**src/rtl/vga_pkg.sv**
```systemverilog
// Shared VGA geometry constants and the register set type used by the sprite overlay engine.
package vga_pkg;

  localparam int H_ACTIVE = 640;
  localparam int V_ACTIVE = 480;
  localparam int COL_W    = 10;
  localparam int ROW_W    = 9;
  localparam int RGB_W    = 12;

  typedef logic [RGB_W-1:0] rgb_t;

  typedef struct packed {
    logic             vis;
    logic [COL_W-1:0] x;
    logic [ROW_W-1:0] y;
    rgb_t             rgb;
  } spr_regs_t;

endpackage

```
**src/rtl/sprite_unit.sv**
```systemverilog
// One sprite: double-buffered position/colour registers, box test, ROM address and in_box delay
// line aligning the hit flag with the ROM data.
module sprite_unit
  import vga_pkg::*;
#(
  parameter int SPR_W   = 128,
  parameter int SPR_H   = 128,
  parameter int ROM_LAT = 1,
  parameter int AW      = 14
) (
  input  logic             clk,
  input  logic             arst_n,
  input  logic             frame_start,
  input  logic             wr_sel,
  input  logic [COL_W-1:0] wr_x,
  input  logic [ROW_W-1:0] wr_y,
  input  logic [RGB_W-1:0] wr_rgb,
  input  logic             wr_vis,
  input  logic [COL_W-1:0] col,
  input  logic [ROW_W-1:0] row,
  output logic [AW-1:0]    rom_addr,
  output logic             in_box_dly,
  output logic [RGB_W-1:0] rgb
);

  spr_regs_t        shadow_q, shadow_d, active_q, active_d, wr_regs;
  logic             in_box_q, in_box_d;
  logic [AW-1:0]    addr_q, addr_d;
  logic [ROM_LAT-1:0] dly_q, dly_d;
  logic [COL_W:0]   col_end;
  logic [ROW_W:0]   row_end;
  logic [COL_W-1:0] dx;
  logic [ROW_W-1:0] dy;

  always_comb begin
    wr_regs.vis = wr_vis;
    wr_regs.x   = wr_x;
    wr_regs.y   = wr_y;
    wr_regs.rgb = wr_rgb;
    shadow_d = wr_sel ? wr_regs : shadow_q;
    // Taking shadow_d (not shadow_q) forwards a same-cycle write into the new frame.
    active_d = frame_start ? shadow_d : active_q;

    // One extra bit so a sprite hanging off the right/bottom edge never wraps to 0.
    col_end  = {1'b0, active_q.x} + (COL_W+1)'(SPR_W);
    row_end  = {1'b0, active_q.y} + (ROW_W+1)'(SPR_H);
    in_box_d = active_q.vis &&
               (col >= active_q.x) && ({1'b0, col} < col_end) &&
               (row >= active_q.y) && ({1'b0, row} < row_end);
    dx     = col - active_q.x;
    dy     = row - active_q.y;
    addr_d = in_box_d ? AW'(20'(dy) * 20'(SPR_W) + 20'(dx)) : '0;

    dly_d    = '0;
    dly_d[0] = in_box_q;
    for (int unsigned i = 1; i < ROM_LAT; i++) begin
      dly_d[i] = dly_q[i-1];
    end
  end

  always_ff @(posedge clk or negedge arst_n) begin
    if (!arst_n) begin
      shadow_q <= '0;
      active_q <= '0;
      in_box_q <= 1'b0;
      addr_q   <= '0;
      dly_q    <= '0;
    end else begin
      shadow_q <= shadow_d;
      active_q <= active_d;
      in_box_q <= in_box_d;
      addr_q   <= addr_d;
      dly_q    <= dly_d;
    end
  end

  assign rom_addr   = addr_q;
  assign in_box_dly = dly_q[ROM_LAT-1];
  assign rgb        = active_q.rgb;

endmodule

```
**src/rtl/vga_sprite_compositor.sv**
```systemverilog
// N-sprite overlay: per-sprite units, fixed-priority compositor over a background colour and a
// per-frame collision accumulator. Latency col/row -> rgb_out is ROM_LAT+2 cycles.
module vga_sprite_compositor
  import vga_pkg::*;
#(
  parameter  int N_SPR   = 4,
  parameter  int SPR_W   = 128,
  parameter  int SPR_H   = 128,
  parameter  int ROM_LAT = 1,
  parameter  int DW      = 16,
  localparam int IW      = (N_SPR > 1) ? $clog2(N_SPR) : 1,
  localparam int AW      = $clog2(SPR_W * SPR_H)
) (
  input  logic               clk,
  input  logic               arst_n,
  input  logic               frame_start,
  input  logic               disp_ena,
  input  logic [9:0]         col,
  input  logic [8:0]         row,
  input  logic               wr_en,
  input  logic [IW-1:0]      wr_idx,
  input  logic [9:0]         wr_x,
  input  logic [8:0]         wr_y,
  input  logic [11:0]        wr_rgb,
  input  logic               wr_vis,
  input  logic [11:0]        bg_rgb,
  output logic [N_SPR*AW-1:0] rom_addr,
  input  logic [N_SPR*DW-1:0] rom_data,
  output logic [11:0]        rgb_out,
  output logic [IW-1:0]      hit_idx,
  output logic               hit_any,
  output logic [N_SPR-1:0]   collision
);

  logic [N_SPR-1:0] in_box, opaque, hits;
  rgb_t             spr_rgb [N_SPR];
  logic [ROM_LAT:0] de_q, de_d;
  logic [N_SPR-1:0] work_q, work_d, coll_q, coll_d;
  rgb_t             rgb_q, rgb_d;
  logic [IW-1:0]    idx_q, idx_d;
  logic             any_q, any_d, multi;

  for (genvar g = 0; g < N_SPR; g++) begin : g_spr
    sprite_unit #(
      .SPR_W   (SPR_W),
      .SPR_H   (SPR_H),
      .ROM_LAT (ROM_LAT),
      .AW      (AW)
    ) u_spr (
      .clk         (clk),
      .arst_n      (arst_n),
      .frame_start (frame_start),
      .wr_sel      (wr_en && (wr_idx == IW'(g))),
      .wr_x        (wr_x),
      .wr_y        (wr_y),
      .wr_rgb      (wr_rgb),
      .wr_vis      (wr_vis),
      .col         (col),
      .row         (row),
      .rom_addr    (rom_addr[g*AW +: AW]),
      .in_box_dly  (in_box[g]),
      .rgb         (spr_rgb[g])
    );
  end

  always_comb begin
    de_d    = '0;
    de_d[0] = disp_ena;
    for (int unsigned i = 1; i <= ROM_LAT; i++) begin
      de_d[i] = de_q[i-1];
    end

    rgb_d = bg_rgb;
    any_d = 1'b0;
    idx_d = '0;
    for (int unsigned i = 0; i < N_SPR; i++) begin
      opaque[i] = in_box[i] && (rom_data[i*DW +: DW] != '0);
      if (opaque[i] && !any_d) begin
        rgb_d = spr_rgb[i];
        any_d = 1'b1;
        idx_d = IW'(i);
      end
    end
    if (!de_q[ROM_LAT]) begin
      rgb_d = '0;
      any_d = 1'b0;
      idx_d = '0;
    end

    // x & (x-1) is non-zero exactly when two or more sprites are opaque here.
    multi  = |(opaque & (opaque - N_SPR'(1)));
    hits   = (de_q[ROM_LAT] && multi) ? opaque : '0;
    work_d = frame_start ? hits : (work_q | hits);
    coll_d = frame_start ? work_q : coll_q;
  end

  always_ff @(posedge clk or negedge arst_n) begin
    if (!arst_n) begin
      de_q   <= '0;
      work_q <= '0;
      coll_q <= '0;
      rgb_q  <= '0;
      idx_q  <= '0;
      any_q  <= 1'b0;
    end else begin
      de_q   <= de_d;
      work_q <= work_d;
      coll_q <= coll_d;
      rgb_q  <= rgb_d;
      idx_q  <= idx_d;
      any_q  <= any_d;
    end
  end

  assign rgb_out   = rgb_q;
  assign hit_idx   = idx_q;
  assign hit_any   = any_q;
  assign collision = coll_q;

endmodule

```
**config.mk**
```make
export PLATFORM = sky130hd
export DESIGN_NAME = vga_sprite_compositor
export DESIGN_NICKNAME = d
export VERILOG_FILES = /design/src/rtl/vga_pkg.sv /design/src/rtl/sprite_unit.sv /design/src/rtl/vga_sprite_compositor.sv
export SDC_FILE = /design/constraint.sdc
export NUM_CORES = 1
export LEC_CHECK = 0
export CORE_ASPECT_RATIO = 2
export CORE_MARGIN = 2
export CORE_UTILIZATION = 35
export DETAILED_ROUTE_END_ITERATION = 8
export PLACE_DENSITY = 0.64
export SYNTH_ARGS = -nofsm -noshare
export SYNTH_HDL_FRONTEND = slang
export SYNTH_HIERARCHICAL = 1
export SYNTH_SLANG_ARGS = --single-unit
export TNS_END_PERCENT = 20
```
**constraint.sdc**
```tcl
create_clock -name clk -period 8.2 [get_ports clk]
set_input_delay 2.05 -clock clk [delete_from_list [all_inputs] [get_ports clk]]
set_output_delay 2.05 -clock clk [all_outputs]
set_load 0.02 [all_outputs]
```
==> impl_results.html <==
<table>
<tr><th>Metric</th><th>Value</th></tr>
<tr><th colspan="2">Global route</th></tr>
<tr><td>First-pass GRT wire length</td><td>74700 µm</td></tr>
<tr><td>Total congestion overflow after global routing</td><td>0</td></tr>
<tr><td>Number of antenna violations at the first check in global routing</td><td>1</td></tr>
<tr><td>Combined global-route utilization of all metal layers</td><td>0.187</td></tr>
<tr><td>Number of global-route vias before repair</td><td>13220</td></tr>
<tr><td>Maximum number of pins on one net before global-route repair</td><td>162</td></tr>
<tr><th colspan="2">Timing</th></tr>
<tr><td>Worst slew margin relative to its limit</td><td>0.331</td></tr>
<tr><td>Fin crit share</td><td>0.646</td></tr>
<tr><td>Final Slew Violations</td><td>0</td></tr>
<tr><td>Highest clock frequency the design can meet</td><td>189 MHz</td></tr>
<tr><td>Final setup violating endpoints</td><td>0</td></tr>
<tr><td>Minimum clock period</td><td>5.29 ns</td></tr>
<tr><td>Final Hold Vio Count</td><td>0</td></tr>
<tr><td>Sum of negative setup slack</td><td>0 ns</td></tr>
<tr><td>Setup skew after layout</td><td>0.0282 ns</td></tr>
<tr><td>Unrepaired setup endpoints after global routing</td><td>false</td></tr>
<tr><td>Worst Tran Pin Value</td><td>1.00 ns</td></tr>
<tr><th colspan="2">Setup path</th></tr>
<tr><td>Critical Path Sink Type</td><td>flip-flop</td></tr>
<tr><td>Kind of critical path</td><td>primary input to flip-flop</td></tr>
<tr><td>Required time worst endpoint</td><td>8.59 ns</td></tr>
<tr><td>Kind of launch point of the worst setup path</td><td>primary input</td></tr>
<tr><td>Maximum fanout count along the critical path</td><td>4</td></tr>
<tr><td>Crit path arrival time</td><td>5.68 ns</td></tr>
<tr><th colspan="2">Layout</th></tr>
<tr><td>Utilization after layout</td><td>0.426</td></tr>
<tr><td>Multi-input combinational cell area</td><td>0.00799 mm²</td></tr>
<tr><td>Share of final-layout standard cells stronger than drive strength 1</td><td>0.174</td></tr>
<tr><td>Signed area change from the synthesized netlist to the final layout</td><td>20.6%</td></tr>
<tr><td>Final-stage net count</td><td>1988</td></tr>
<tr><td>Final instance count without filler cells</td><td>2402</td></tr>
<tr><td>Final-layout fill cell count</td><td>4761</td></tr>
<tr><td>Sequential cell area</td><td>0.00863 mm²</td></tr>
<tr><th colspan="2">Die</th></tr>
<tr><td>Num ports</td><td>209</td></tr>
<tr><td>Die width</td><td>163 µm</td></tr>
<tr><td>Die ar.</td><td>0.0523 mm²</td></tr>
<tr><td>Initial Utilization</td><td>0.353</td></tr>
<tr><td>Standard-cell row count</td><td>116</td></tr>
<tr><td>Floorplan Core Area</td><td>0.0499 mm²</td></tr>
<tr><td>Die height</td><td>321 µm</td></tr>
<tr><th colspan="2">Placement</th></tr>
<tr><td>Buffers added on ports</td><td>208</td></tr>
<tr><td>Placer congestion estimate</td><td>0.896</td></tr>
<tr><td>Placed cell count</td><td>2339</td></tr>
<tr><td>DP Wirelength</td><td>35500 µm</td></tr>
<tr><th colspan="2">Logic synthesis</th></tr>
<tr><td>Syn Std Cell Area</td><td>0.0176 mm²</td></tr>
<tr><td>Most used standard cells in the synthesized netlist</td><td>345 x sky130_fd_sc_hd__dfrtp_1, 176 x sky130_fd_sc_hd__mux2_2, 118 x sky130_fd_sc_hd__inv_1</td></tr>
<tr><td>Count of flip-flops with a built-in enable after synthesis</td><td>0</td></tr>
<tr><td>Ys flop type</td><td>sky130_fd_sc_hd__dfrtp_1</td></tr>
<tr><td>Cell taking the most area after synthesis</td><td>sky130_fd_sc_hd__dfrtp_1</td></tr>
<tr><td>Area share of the leading cell type in the synthesized netlist</td><td>0.490</td></tr>
<tr><td>Ranking of synthesized cells by area</td><td>sky130_fd_sc_hd__dfrtp_1 49%, sky130_fd_sc_hd__mux2_2 11%, sky130_fd_sc_hd__ha_1 8.2%, sky130_fd_sc_hd__o21ai_0 2.7%, sky130_fd_sc_hd__inv_1 2.5%</td></tr>
<tr><td>Syn Inst Count</td><td>1574</td></tr>
<tr><td>Count of state elements after synthesis</td><td>345</td></tr>
<tr><td>Synthesis Warnings</td><td>6</td></tr>
<tr><td>Post-synth ARST share</td><td>1.00</td></tr>
<tr><td>Most common cell in the netlist</td><td>sky130_fd_sc_hd__dfrtp_1</td></tr>
<tr><td>Number of unique standard cell types used by synthesis</td><td>59</td></tr>
<tr><td>Post-synth net total</td><td>1836</td></tr>
<tr><td>Seq/Total Area, Yosys</td><td>0.490</td></tr>
<tr><td>Avg Cell Area, Syn</td><td>11.2 µm²</td></tr>
<tr><th colspan="2">CTS</th></tr>
<tr><td>Post-CTS Hold Buffers</td><td>0</td></tr>
<tr><td>Latest clock arrival within the worst-skew pair</td><td>0.54 ns</td></tr>
<tr><td>CTS H-tree lvls</td><td>2</td></tr>
<tr><td>Number of clock buffers inserted by TritonCTS</td><td>34</td></tr>
<tr><td>CTS root buf</td><td>sky130_fd_sc_hd__clkbuf_16</td></tr>
<tr><td>CTS clk-pin slew, worst paths</td><td>0.06 ns</td></tr>
<tr><td>CTS sink cnt</td><td>345</td></tr>
<tr><td>Post-CTS setup buffer count</td><td>0</td></tr>
<tr><td>Max clock buf depth</td><td>3</td></tr>
<tr><td>TritonCTS clock tree</td><td>built</td></tr>
<tr><td># resized after CTS</td><td>0</td></tr>
<tr><th colspan="2">Power and ir drop</th></tr>
<tr><td>Power density over the cells</td><td>258 mW/mm²</td></tr>
<tr><td>Fraction of power spent switching nets</td><td>0.319</td></tr>
<tr><td>Clock share of power</td><td>0.302</td></tr>
<tr><td>Maximum VDD drop</td><td>0.000140 V</td></tr>
<tr><td>Comb power frac</td><td>0.314</td></tr>
<tr><td>Power spent charging and discharging nets</td><td>1750 µW</td></tr>
<tr><td>Internal Pwr Total</td><td>3740 µW</td></tr>
<tr><td>Flop pwr share</td><td>0.383</td></tr>
<tr><td>Static power due to leakage</td><td>0.00939 µW</td></tr>
<tr><th colspan="2">Routing</th></tr>
<tr><td>First-pass detailed-route iteration total</td><td>4</td></tr>
<tr><td>Average via count per standard cell</td><td>5.09</td></tr>
<tr><td># DRC</td><td>0</td></tr>
<tr><td>Sum of routed wire length over all layers</td><td>48200 µm</td></tr>
<tr><td>Post-detailed-route count of antenna-violating nets</td><td>0</td></tr>
<tr><td>Number of DRC markers after the initial detailed-route iteration</td><td>656</td></tr>
<tr><td>Via count</td><td>12237</td></tr>
<tr><td>Per-cell routed wire length</td><td>20.1 µm</td></tr>
<tr><th colspan="2">Run</th></tr>
<tr><td>Max_cap viols</td><td>0</td></tr>
<tr><th colspan="2">Worst hold path</th></tr>
<tr><td>Path category of the worst min-delay check</td><td>flip-flop to flip-flop</td></tr>
<tr><th colspan="2">Outcome</th></tr>
<tr><td>Status</td><td>complete, no violations</td></tr>
</table>
routing by layer:
layer	routed length, µm	share of wire	up-vias	GRT usage
li1	-	-	5723	-
met1	17000	0.35	6073	0.192
met2	25400	0.53	326	0.345
met3	1840	0.038	115	0.0224
met4	3950	0.082	0	0.137
met5	0	0	-	0
power groups by stage:
stage / combinational (µW) / clock (µW) / sequential, µW
after floorplan: 1230 / 0 / 2150
after global placement: 1680 / 0 / 2130
after detailed placement: 1730 / 0 / 2140
after CTS: 1740 / 1720 / 2110
after global routing: 1920 / 1780 / 2140
final: 1730 / 1660 / 2110
area by class of cell:
class / count / share of cell area
clock buffer: 44 / 0.0455
sequential: 345 / 0.406
timing repair buffer: 220 / 0.103
antenna: 1 / 0.000118
inverter: 122 / 0.0215
multi-input combinational: 1003 / 0.375
tap: 649 / 0.0382
clock inverter: 18 / 0.0102
registers in the layout (all words and copies together), names as in the netlist, 4 cells and up:
register	cells
g_spr.u_spr/shadow_q	128
g_spr.u_spr/active_q	80
g_spr.u_spr/rom_addr	56
g_spr.u_spr/rgb	48
rgb_out	12
collision	4
g_spr.u_spr/dly_d	4
g_spr.u_spr/in_box_dly	4
work_q	4
kinds of logic (layout without fill, tap and decap cells):
logic type / after synthesis / in the layout / share of synthesized area
XOR/XNOR: 56 / 56 / 0.0278
adder cells (fa/ha/maj): 128 / 128 / 0.0959
flip-flops: 345 / 345 / 0.490
AND/OR/NAND/NOR: 333 / 333 / 0.0961
buffers and inverters: 226 / 404 / 0.0609
other: 0 / 1 / 0
multiplexers: 192 / 192 / 0.123
AO/OA/AOI/OAI: 294 / 294 / 0.107
placed cells by master, fill, tap and decap left out, types with 17 or more instances in the layout:
| cell type | instances |
|---|---|
| sky130_fd_sc_hd__nor3_1 | 17 |
| sky130_fd_sc_hd__o21ai_0 | 95 |
| sky130_fd_sc_hd__clkdlybuf4s50_1 | 206 |
| sky130_fd_sc_hd__nor2_2 | 32 |
| sky130_fd_sc_hd__clkbuf_16 | 34 |
| sky130_fd_sc_hd__nand3_1 | 19 |
| sky130_fd_sc_hd__xnor2_1 | 36 |
| sky130_fd_sc_hd__a21oi_1 | 63 |
| sky130_fd_sc_hd__mux2_2 | 176 |
| sky130_fd_sc_hd__xor2_1 | 20 |
| sky130_fd_sc_hd__inv_1 | 118 |
| sky130_fd_sc_hd__nand2_1 | 111 |
| sky130_fd_sc_hd__dfrtp_1 | 345 |
| sky130_fd_sc_hd__ha_1 | 116 |
| sky130_fd_sc_hd__nor2_1 | 50 |
| sky130_fd_sc_hd__a21o_1 | 24 |
path summary, 6_finish.rpt:
check / start / endpoint / slack (ns) / cells after the start
worst max-delay path: col[0] / g_spr[0].u_spr/rom_addr[12]$_DFF_PN0_ / 2.91 / 17
worst min register to register: de_q[0]$_DFF_PN0_ / de_q[1]$_DFF_PN0_ / 0.35 / 0
max in group asynchronous: arst_n / g_spr[0].u_spr/shadow_q[5]$_DFF_PN0_ / 5.48 / 2
worst max register to register: g_spr[0].u_spr/active_q[21]$_DFFE_PN0P_ / g_spr[0].u_spr/rom_addr[12]$_DFF_PN0_ / 4.94 / 15
worst min-delay path: de_q[0]$_DFF_PN0_ / de_q[1]$_DFF_PN0_ / 0.35 / 0
min in group asynchronous: arst_n / g_spr[1].u_spr/rom_addr[6]$_DFF_PN0_ / 1.45 / 1
through the flow:
step	instance area, µm²	hold slack, ns	setup WS (ns)	total power (µW)
detailed placement	20100	0.337	2.39	3870
global route	21300	0.359	2.66	5850
global placement	20100	0.336	2.50	3810
finish	21300	0.349	2.91	5490
CTS	21300	0.351	2.92	5570
floorplan	17600	0.331	3.55	3390
worst max-delay path: stages:
cell                              delay, ns
sky130_fd_sc_hd__clkdlybuf4s50_1       0.67
sky130_fd_sc_hd__inv_1                 0.18
sky130_fd_sc_hd__ha_1                  0.18
sky130_fd_sc_hd__inv_1                 0.05
sky130_fd_sc_hd__fa_1                  0.42
sky130_fd_sc_hd__a211oi_1              0.26
sky130_fd_sc_hd__nor2_1                0.12
sky130_fd_sc_hd__o21a_1                0.18
sky130_fd_sc_hd__nor2_1                0.16
sky130_fd_sc_hd__o21ai_0               0.14
sky130_fd_sc_hd__xnor2_1               0.30
sky130_fd_sc_hd__ha_1                  0.29
sky130_fd_sc_hd__a21o_1                0.16
sky130_fd_sc_hd__a21o_1                0.21
sky130_fd_sc_hd__nand3_1               0.09
sky130_fd_sc_hd__xor2_1                0.18
sky130_fd_sc_hd__nor2_2                0.04
(Power assumes the default switching activity.)
